<file path="src/rtl/safety_island_pkg.sv">
// Shared types and constants for the safety island: address-map rules,
// peripheral port indices and the peripheral demultiplexer state encoding.
package safety_island_pkg;

    typedef struct packed {
        logic [31:0] idx;
        logic [31:0] start_addr;
        logic [31:0] end_addr;
    } addr_map_rule_t;

    typedef enum int unsigned {
        PeriphErrorSlv     = 0,
        PeriphSocCtrl      = 1,
        PeriphBootROM      = 2,
        PeriphGlobalPrepend = 3,
        PeriphDebug        = 4,
        PeriphEccManager   = 5,
        PeriphTimer        = 6,
        PeriphDmaCfg       = 7,
        PeriphCoreLocal    = 8
    } periph_outputs_e;

    typedef enum logic [1:0] {
        IDLE,
        ACCESS,
        RESP
    } periph_demux_state_e;

    localparam logic [31:0] PeriphErrRdata      = 32'hBADCAB1E;
    localparam int unsigned PeriphTimeoutCycles = 256;

endpackage

</file>
<file path="src/rtl/safety_island_periph_addr_decode.sv">
// Combinational address decode: offset from the island base, then rule match
// where the lowest-numbered matching rule wins.
module safety_island_periph_addr_decode import safety_island_pkg::*; #(
    parameter int unsigned                    NumRules = 8,
    parameter addr_map_rule_t [NumRules-1:0]  AddrMap  = '0,
    parameter logic [31:0]                    BaseAddr = 32'h0
) (
    input  logic [31:0] addr,
    output logic        hit,
    output logic [31:0] idx
);

    logic [31:0] off;

    // Wrapping subtraction makes addresses below the base land far out of range.
    assign off = addr - BaseAddr;

    // Scan from the top so lower-indexed rules overwrite higher ones.
    always_comb begin
        hit = 1'b0;
        idx = '0;
        for (int i = int'(NumRules) - 1; i >= 0; i--) begin
            if ((off >= AddrMap[i].start_addr) && (off < AddrMap[i].end_addr)) begin
                hit = 1'b1;
                idx = AddrMap[i].idx;
            end
        end
    end

endmodule

</file>
<file path="src/rtl/safety_island_periph_demux.sv">
// Single-outstanding register-bus demux routing one request to a safety-island
// peripheral port. Define SAFETY_ISLAND_PERIPH_TIMEOUT_EN to enable the watchdog.
module safety_island_periph_demux import safety_island_pkg::*; #(
    parameter int unsigned                    NumPeriphs    = 9,
    parameter int unsigned                    NumRules      = 8,
    parameter addr_map_rule_t [NumRules-1:0]  AddrMap       = '0,
    parameter logic [31:0]                    BaseAddr      = 32'h0,
    parameter int unsigned                    TimeoutCycles = PeriphTimeoutCycles
) (
    input  logic                               clk_i,
    input  logic                               rst_ni,
    input  logic                               slv_req_valid_i,
    output logic                               slv_req_ready_o,
    input  logic [31:0]                        slv_addr_i,
    input  logic                               slv_write_i,
    input  logic [31:0]                        slv_wdata_i,
    input  logic [3:0]                         slv_wstrb_i,
    output logic                               slv_rsp_valid_o,
    input  logic                               slv_rsp_ready_i,
    output logic [31:0]                        slv_rdata_o,
    output logic                               slv_error_o,
    output logic [NumPeriphs-1:0]              mst_valid_o,
    output logic [31:0]                        mst_addr_o,
    output logic [31:0]                        mst_wdata_o,
    output logic                               mst_write_o,
    output logic [3:0]                         mst_wstrb_o,
    input  logic [NumPeriphs-1:0]              mst_ready_i,
    input  logic [NumPeriphs-1:0][31:0]        mst_rdata_i,
    input  logic [NumPeriphs-1:0]              mst_error_i,
    output logic                               timeout_irq_o,
    output logic [$clog2(NumPeriphs)-1:0]      timeout_idx_o
);

    localparam int unsigned SelW = $clog2(NumPeriphs);

    periph_demux_state_e state_q, state_d;

    logic [31:0]     addr_q, wdata_q, rdata_q;
    logic [3:0]      wstrb_q;
    logic            write_q, error_q;
    logic [SelW-1:0] sel_q;

    logic            dec_hit, map_ok;
    logic [31:0]     dec_idx;
    logic            accept, done, timeout;

    safety_island_periph_addr_decode #(
        .NumRules (NumRules),
        .AddrMap  (AddrMap),
        .BaseAddr (BaseAddr)
    ) i_addr_decode (
        .addr (slv_addr_i),
        .hit  (dec_hit),
        .idx  (dec_idx)
    );

    // Rules pointing at the error slave or past the last port are answered internally.
    assign map_ok = dec_hit && (dec_idx != PeriphErrorSlv) && (dec_idx < NumPeriphs);

    always_ff @(posedge clk_i or negedge rst_ni) begin
        if (!rst_ni) begin
            state_q <= IDLE;
        end else begin
            state_q <= state_d;
        end
    end

    always_comb begin
        state_d = state_q;
        accept  = 1'b0;
        done    = 1'b0;
        case (state_q)
            IDLE: begin
                if (slv_req_valid_i) begin
                    accept  = 1'b1;
                    state_d = map_ok ? ACCESS : RESP;
                end
            end
            ACCESS: begin
                if (mst_ready_i[sel_q]) begin
                    done    = 1'b1;
                    state_d = RESP;
                end else if (timeout) begin
                    state_d = RESP;
                end
            end
            RESP: begin
                if (slv_rsp_ready_i) begin
                    state_d = IDLE;
                end
            end
            default: state_d = IDLE;
        endcase
    end

    // A completion takes priority over a watchdog abort in the same cycle.
    always_ff @(posedge clk_i or negedge rst_ni) begin
        if (!rst_ni) begin
            addr_q  <= '0;
            wdata_q <= '0;
            wstrb_q <= '0;
            write_q <= 1'b0;
            sel_q   <= '0;
            rdata_q <= '0;
            error_q <= 1'b0;
        end else begin
            if (accept) begin
                addr_q  <= slv_addr_i;
                wdata_q <= slv_wdata_i;
                wstrb_q <= slv_wstrb_i;
                write_q <= slv_write_i;
                if (map_ok) begin
                    sel_q <= dec_idx[SelW-1:0];
                end else begin
                    rdata_q <= PeriphErrRdata;
                    error_q <= 1'b1;
                end
            end
            if (done) begin
                error_q <= mst_error_i[sel_q];
                rdata_q <= (write_q && !mst_error_i[sel_q]) ? '0 : mst_rdata_i[sel_q];
            end else if ((state_q == ACCESS) && timeout) begin
                rdata_q <= PeriphErrRdata;
                error_q <= 1'b1;
            end
        end
    end

`ifdef SAFETY_ISLAND_PERIPH_TIMEOUT_EN
    localparam int unsigned CntW = $clog2(TimeoutCycles);

    logic [CntW-1:0] cnt_q;
    logic            irq_q;
    logic [SelW-1:0] tidx_q;

    assign timeout = (state_q == ACCESS) && (cnt_q == CntW'(TimeoutCycles - 1));

    always_ff @(posedge clk_i or negedge rst_ni) begin
        if (!rst_ni) begin
            cnt_q  <= '0;
            irq_q  <= 1'b0;
            tidx_q <= '0;
        end else begin
            irq_q <= 1'b0;
            if (accept) begin
                cnt_q <= '0;
            end else if ((state_q == ACCESS) && !mst_ready_i[sel_q]) begin
                cnt_q <= cnt_q + CntW'(1);
            end
            if (timeout && !mst_ready_i[sel_q]) begin
                irq_q  <= 1'b1;
                tidx_q <= sel_q;
            end
        end
    end

    assign timeout_irq_o = irq_q;
    assign timeout_idx_o = tidx_q;
`else
    logic unused_timeout_cfg;

    assign unused_timeout_cfg = ^TimeoutCycles;
    assign timeout            = 1'b0;
    assign timeout_irq_o      = 1'b0;
    assign timeout_idx_o      = '0;
`endif

    always_comb begin
        mst_valid_o = '0;
        if (state_q == ACCESS) begin
            mst_valid_o[sel_q] = 1'b1;
        end
    end

    assign slv_req_ready_o = (state_q == IDLE);
    assign slv_rsp_valid_o = (state_q == RESP);
    assign slv_rdata_o     = rdata_q;
    assign slv_error_o     = error_q;
    assign mst_addr_o      = addr_q;
    assign mst_wdata_o     = wdata_q;
    assign mst_wstrb_o     = wstrb_q;
    assign mst_write_o     = write_q;

endmodule

</file>
<file path="config.mk">
export PLATFORM = sky130hd
export DESIGN_NAME = safety_island_periph_demux
export DESIGN_NICKNAME = d
export VERILOG_FILES = /design/src/rtl/safety_island_pkg.sv /design/src/rtl/safety_island_periph_addr_decode.sv /design/src/rtl/safety_island_periph_demux.sv
export SDC_FILE = /design/constraint.sdc
export NUM_CORES = 1
export LEC_CHECK = 0
export ABC_AREA = 1
export CAP_MARGIN = 10
export CORE_AREA = 2 2 195 197
export CTS_CLUSTER_SIZE = 20
export DETAILED_ROUTE_END_ITERATION = 8
export DIE_AREA = 0 0 197 199
export HOLD_SLACK_MARGIN = 0.15
export PLACE_DENSITY_LB_ADDON = 0.1
export SLEW_MARGIN = 40
export SYNTH_ARGS = -nofsm -noshare
export SYNTH_HDL_FRONTEND = slang
export SYNTH_HIERARCHICAL = 1
export SYNTH_SLANG_ARGS = --single-unit
</file>
<file path="constraint.sdc">
create_clock -name clk_i -period 1.8 [get_ports clk_i]
set_input_delay 0.36 -clock clk_i [delete_from_list [all_inputs] [get_ports clk_i]]
set_output_delay 0.36 -clock clk_i [all_outputs]
set_load 0.02 [all_outputs]
</file>
-- Yosys cells after proc, flatten, opt, wreduce, memory -nomap -nowiden
Cells that the tools add are included.
- logic and storage cells: 31
- bits in writable memories: 0
- register bits: 104
- latch bits: 0
- memories: 0
- bits in read-only memories: 0
- magnitude comparators: 0
- add/sub/neg operators: 0
- bitwise gates (word level): 0
- reductions and logical operators: 5
- div/mod/pow operators: 0
- shifts and indexed selects: 0
- mux-type cells: 14
- multipliers: 0
- equality and inequality tests: 5
- operator list (kind ; count):
    32-bit two-way mux ; 3
    1-bit two-way mux ; 7
    2-bit two-way mux ; 3
    2-bit case mux with 3 select lines ; 1
    2-bit != test (second input constant) ; 2
    3-bit AND reduction ; 1
    2-bit by 1-bit == test with 1-bit output (second input constant) ; 1
    2-bit == test (second input constant) ; 1
    2-bit zero test ; 1
    2-bit by 1-bit != test with 1-bit output (second input constant) ; 1
    2-bit nonzero test ; 1
    1-bit logical AND ; 1
    1-bit zero test ; 1

-- Depth between registers and ports, before layout
Gate-level depths: netlist of the first run.
- depth in word-level cells: 4
- depth in mapped cells: 13
- mapped depth without buffers: 11

-- Hierarchy
Netlist of the first run, hierarchy kept.
- by module, submodules not included (module ; cells an instance ; area an instance (sq um) ; instances ; seq. area each (sq um)):
    safety_island_periph_demux ; 1282 ; 7444.6 ; 1 ; 2702.6
    safety_island_periph_addr_decode ; 34 ; 251.5 ; 1 ; 0.0

-- Worst setup path before layout of the first run
Ideal clock, no wire load.
- path kind: reg2out
- start point: register, netlist name sel_q[3]
- end point: output port mst_valid_o[0]
- stages on the path, launching flop included: 6
- data arrival time: 1631 ps
- buffers on the path: 2
- data required time: 1440 ps
- path slack: -191 ps
- cells stage by stage: dfrtp_1 -> buf_2 -> nor2_1 -> inv_1 -> clkbuf_1 -> nor3_1
- RTL lines (what ; RTL line ; RTL):
    end: declaration ; safety_island_periph_demux.sv:22 ; output logic [NumPeriphs-1:0] mst_valid_o,

==> flow_summary.toml, run 1 <==
[status]
status = "complete, but fails checks"
violations = "setup timing"

[critical_path]
crit_chain = "inv_2, nand2_4, buf_12, nor3_4, buf_4"
cp_num_buf_inv = 3
crit_family = "flip-flops"
path_class = "flop to primary output"
worst_r2r_path_depth = 12
cp_max_fo = 6
slowest_delay_ps = 460
r2r_end = "slv_rdata_o[9]"
r2r-start = "sel_q[0]"
reg2reg_slack_ps = -30
required_ps = 1440
cp.arrival_ps = 1490
cp_slowest_cell = "dfrtp_2"
critPathCaptureType = "primary output"
cp-start-kind = "flop"

[synth]
ys_seq_area_frac = 0.351
syn_area_per_cell_um2 = 5.85
synth_cells = 1316
synth_area_um2 = 7700
synth-seq-cells = 108
synth_cell_type_count = 26
synth-warning-count = 6

[placement]
gp_congestion = 0.873
dpl_cell_area_um2 = 13500
portBuffers = 491
dp_hpwl_um = 33300

[pwr]
switching_share = 0.313
vdd_ir_drop_max_v = 0.000458
p_per_area_nw_per_um2 = 557
clkPwrFrac = 0.268
switching_power_mw = 2.50
comb_power_share = 0.365
seq_power_share = 0.367
intPower_mw = 5.50
p_leak_nw = 7.00

[timing]
fmax_ghz = 0.541
fin_crit_ps = 1850
rsz0062_at_grt = "yes"
hold_viol = 0
worst_slack_ps = -46.9
skew_ps = 6.58
drv_slew = 0
finalSetupViolCount = 25
hold_slack_ps = 480
post-route-period-util = 1.03

[grt]
grt_overflow = 0
grt_use_total = 0.212
grt_pass1_wl_um = 61300
antenna_found_initial = 10
grt_max_degree = 70
grt_pass1_vias = 9810

[clock_network]
cts_root_buf = "clkbuf_16"
insertion_delay_ps = 370
clkTransAtPathRegs_ps = 80
cts_buffers = 9
cts_tree = "built"
htreeDepth = 3
cts_sinks = 108
cts_buffer_depth = 2

[drt]
drc = 0
first_pass_iters = 5
via_per_inst = 4.26
detail-route-antenna-nets = 0
drtIter0Drc = 484
wl_um = 43500
wire_per_inst_um = 18.8
vias = 9865

[worst_hold_path]
min_path_type = "flop to flop"
hold_depth = 2
hold_path_end = "mst_wstrb_o[3]"
worstHoldStart = "mst_wstrb_o[3]"

[layout]
area_growth_syn_to_layout_pct = 86.7
final_cell_mix = "nand2_1, clkdlybuf4s50_1, nor2_1"
layout_commonest_cell = "nand2_1"
fin_nets = 2210
fin_util = 0.387
fin_area_um2 = 14400
drive_gt1_frac = 0.0964

[die]
dieArea_um2 = 39200
rows = 71
core_area_um2 = 37100
die_y_um = 199
die_w_um = 197
initial_core_util = 0.207
io_pins = 497

[job]
max-cap-violations = 0
## worst register-to-register path, stage by stage (launching register included)
cell and delay (ps):
dfrtp_2 460, buf_6 150, nand2_4 60, buf_12 140
inv_4 70, buf_4 160, nand2_2 70, o21ai_1 60
nor2_1 140, nor2_1 70, nor2_2 210, nand3_2 110
nand2_1 70
## state kept, by name, summed over array words and instances, names as in the netlist
register and flops:
slv_error_o 1, mst_write_o 1, sel_q 4, mst_addr_o 32, slv_rdata_o 32, state_q 2
mst_wdata_o 32, mst_wstrb_o 4
## worst max-delay path by stage
| stage | from | end | slack [ps] | depth (start not counted) |
|---|---|---|---|---|
| after global routing | state_q[0] | mst_valid_o[0] | -130 | 6 |
| final | sel_q[0] | mst_valid_o[6] | -50 | 5 |
| after detailed placement | sel_q[0] | mst_valid_o[7] | -290 | 5 |
| after floorplan | sel_q[3] | mst_valid_o[4] | -140 | 5 |
| after CTS | sel_q[0] | mst_valid_o[0] | -100 | 5 |
| after global placement | state_q[0] | mst_valid_o[4] | -270 | 6 |
## cells in the mapped netlist
cell type / n / area (um2)
o21ai_0: 35 / 175
o211ai_1: 1 / 7.51
inv_2: 7 / 26.3
nor2_2: 1 / 6.26
nand4_1: 3 / 18.8
nor3_1: 9 / 45.0
buf_4: 50 / 375
clkinv_1: 2 / 7.51
nand2_2: 1 / 6.26
o21ai_2: 1 / 8.76
clkinv_2: 1 / 5.00
a21oi_1: 2 / 10.0
conb_1: 2 / 7.51
o21ai_1: 24 / 120
dfrtp_1: 108 / 2700
o22ai_1: 6 / 37.5
inv_1: 83 / 312
nand2_4: 1 / 11.3
buf_2: 23 / 115
nor2_1: 307 / 1150
and3_1: 1 / 6.26
nand3_2: 1 / 10.0
nand3_1: 81 / 405
clkbuf_1: 31 / 116
buf_1: 3 / 11.3
nand2_1: 532 / 2000
## repair_timing
action                     in CTS  in global routing
setup buffers                   6                  7
gates cloned                    0                  7
setup endpoints to repair      52                 48
hold endpoints to repair      108                  0
hold buffers                    1                  0
gates resized for setup        91                 74
pin swaps                       3                 16
## cells by family (layout without fill, tap and decap cells)
group | after synthesis | count (layout) | synth area share
and+or+nand+nor | 937 | 937 | 0.475
other | 2 | 46 | 0.000976
buffers and inverters | 200 | 684 | 0.126
AOI/OAI and AO/OA | 69 | 69 | 0.0467
DFF | 108 | 108 | 0.351
## stage by stage
stage	total power, mW	TNS [ps]	setup slack [ps]	cells
finish	8.01	-397	-46.9	2318
global route	8.48	-3820	-129	2317
CTS	8.13	-1950	-100	2297
detailed placement	5.89	-4050	-289	2274
global placement	5.88	-3780	-273	2274
floorplan	4.07	-1010	-142	1352
## power groups by stage
stage | registers [mW] | logic, mW | clock network [mW]
floorplan | 3.39 | 0.680 | 0
global placement | 2.97 | 2.90 | 0
detailed placement | 2.98 | 2.91 | 0
CTS | 2.94 | 2.92 | 2.27
global route | 2.98 | 3.16 | 2.35
finish | 2.94 | 2.92 | 2.15
## area by class of cell
cell class	count	area [um2]
fill	4026	22800
clock buffer	11	253
multi-input combinational	1044	4400
timing repair buffer	575	5970
sequential	108	2710
antenna	8	20.0
inverter	93	367
clock inverter	5	58.8
tap	474	593
## per-layer routing
layer	global-route usage	vias to the layer above	share of wire
met5	0	-	0.00041
met4	0.0835	4	0.029
met3	0.0417	57	0.053
met2	0.378	297	0.50
li1	-	4954	-
met1	0.249	4553	0.41
Note: power is estimated with default switching activity, not from simulation.
==> inputs of run 2 (changes only) <==
--- a/config.mk
+++ b/config.mk
@@ -13,6 +13,7 @@
 export DIE_AREA = 0 0 197 199
 export HOLD_SLACK_MARGIN = 0.15
 export PLACE_DENSITY_LB_ADDON = 0.1
+export REMOVE_ABC_BUFFERS = 1
 export SLEW_MARGIN = 40
 export SYNTH_ARGS = -nofsm -noshare
 export SYNTH_HDL_FRONTEND = slang
==> flow_summary.toml, run 2 (synthesis results as in run 1) <==
[status]
violations = "setup timing"
status = "complete, but fails checks"

[pwr]
switching_power_mw = 2.62
intPower_mw = 5.36
p_leak_nw = 7.02
p_per_area_nw_per_um2 = 555
vdd_ir_drop_max_v = 0.000385
seq_power_share = 0.367
clkPwrFrac = 0.266
comb_power_share = 0.367
switching_share = 0.328

[critical_path]
path_class = "flop to primary output"
reg2reg_slack_ps = 20
critPathCaptureType = "primary output"
cp_num_buf_inv = 3
required_ps = 1440
cp-start-kind = "flop"
worstSetupEndpoint = "mst_valid_o[3]"
cp_max_fo = 10
cp_slowest_cell = "dfrtp_1"
worst-path-stages = 5
worst_r2r_path_depth = 14
critical_path.startpoint = "state_q[1]"
r2r-start = "sel_q[0]"
crit_family = "buffers and inverters"
r2r_end = "slv_rdata_o[4]"
cp.arrival_ps = 1450
slowest_delay_ps = 400
crit_chain = "nor2_2, clkinv_2, buf_8, nor3_2, buf_4"

[clock_network]
cts_buffers = 9
clkTransAtPathRegs_ps = 90
htreeDepth = 3
cts_tree = "built"
cts_buffer_depth = 2
cts_sinks = 108
insertion_delay_ps = 370
cts_root_buf = "clkbuf_16"

[timing]
fin_crit_ps = 1810
post-route-period-util = 1.01
finalSetupViolCount = 4
hold_viol = 0
worst_slack_ps = -14.4
hold_slack_ps = 482
fmax_ghz = 0.551
skew_ps = 12.8
drv_slew = 0
rsz0062_at_grt = "yes"

[drt]
first_pass_iters = 4
via_per_inst = 4.16
wire_per_inst_um = 16.9
drc = 0
vias = 9590
detail-route-antenna-nets = 0
drtIter0Drc = 424
wl_um = 39000

[layout]
fin_nets = 2204
fin_util = 0.388
layout_commonest_cell = "nand2_1"
area_growth_syn_to_layout_pct = 87.0
n_fill_cell = 4020
drive_gt1_frac = 0.0934
final_cell_mix = "nand2_1, clkdlybuf4s50_1, nor2_1"

[grt]
antenna_found_initial = 3
grt_pass1_wl_um = 54900
grt_overflow = 0
grt_max_degree = 70
grt_pass1_vias = 9503
grt_use_total = 0.185

[worst_hold_path]
worstHoldStart = "mst_wstrb_o[2]"
min_path_type = "flop to flop"

[die]
die_y_um = 199
io_pins = 497
die_w_um = 197
initial_core_util = 0.207
core_area_um2 = 37100
dieArea_um2 = 39200
rows = 71

[placement]
dpl_worst_slack_ps = -212
dp_hpwl_um = 29100
gp_congestion = 0.804
portBuffers = 491

[job]
max-cap-violations = 0
[run 2: layout make-up]
type                    instances  area [um2]  area share
clock inverters                 7        81.3     0.00565
flip-flops and latches        108        2710       0.188
repair buffers                569        5960       0.414
inverters                      93         380      0.0264
multi-input cells            1044        4440       0.308
well taps                     474         593      0.0412
clock buffers                   9         225      0.0157
diodes                          2        5.00    0.000348
[run 2: through the flow]
step | area (um2) | instances | TNS, ps | power, mW
detailed placement | 13400 | 2268 | -2030 | 5.88
finish | 14400 | 2306 | -37.2 | 7.98
global route | 14400 | 2306 | -2750 | 8.44
floorplan | 7210 | 1245 | -145910 | 3.98
global placement | 13400 | 2268 | -1580 | 5.86
CTS | 13800 | 2290 | -82.2 | 8.06
[run 2: what timing repair did]
item	in CTS	in global routing
setup buffers	5	5
hold buffers	1	0
resized for setup	95	86
pin swaps	3	18
endpoints found under the hold margin	108	0
cloned	0	9
endpoints found under the setup margin	40	50
[run 2: worst min-delay path by stage]
stage,to,slack [ps],cells past startpoint
2_1_floorplan,mst_addr_o[0],60,0
3_3_place_gp,mst_wdata_o[25],390,2
3_5_place_dp,mst_wdata_o[25],400,2
4_1_cts,mst_addr_o[20],490,2
5_1_grt,mst_wdata_o[10],500,2
6_report,mst_wstrb_o[2],480,2
[run 2: power by group through the flow]
stage	clock, mW	combinational [mW]	sequential, mW
after floorplan	0	0.598	3.39
after global placement	0	2.89	2.97
after detailed placement	0	2.90	2.98
after CTS	2.22	2.90	2.93
after global routing	2.30	3.17	2.97
final	2.13	2.93	2.93
[run 2: worst register-to-register path, cell delays in order (launching register included)]
cell       delay (ps)
dfrtp_1           390
buf_6             160
inv_6              50
buf_6             130
nand2_2            50
nand2_1            50
nand2_1            50
nand2_1            50
nand2_1            70
nand3_2           110
nand2_4           170
clkinv_8          120
clkbuf_16         190
nand3_1            70
nand2_1            50
[run 2: per-layer routing]
metal  wire (um)  vias up  GRT usage
met5          13        -          0
met2       19300      316      0.332
met3        2600       39     0.0487
met4         888        2     0.0565
li1            -     4927          -
met1       16200     4306      0.216
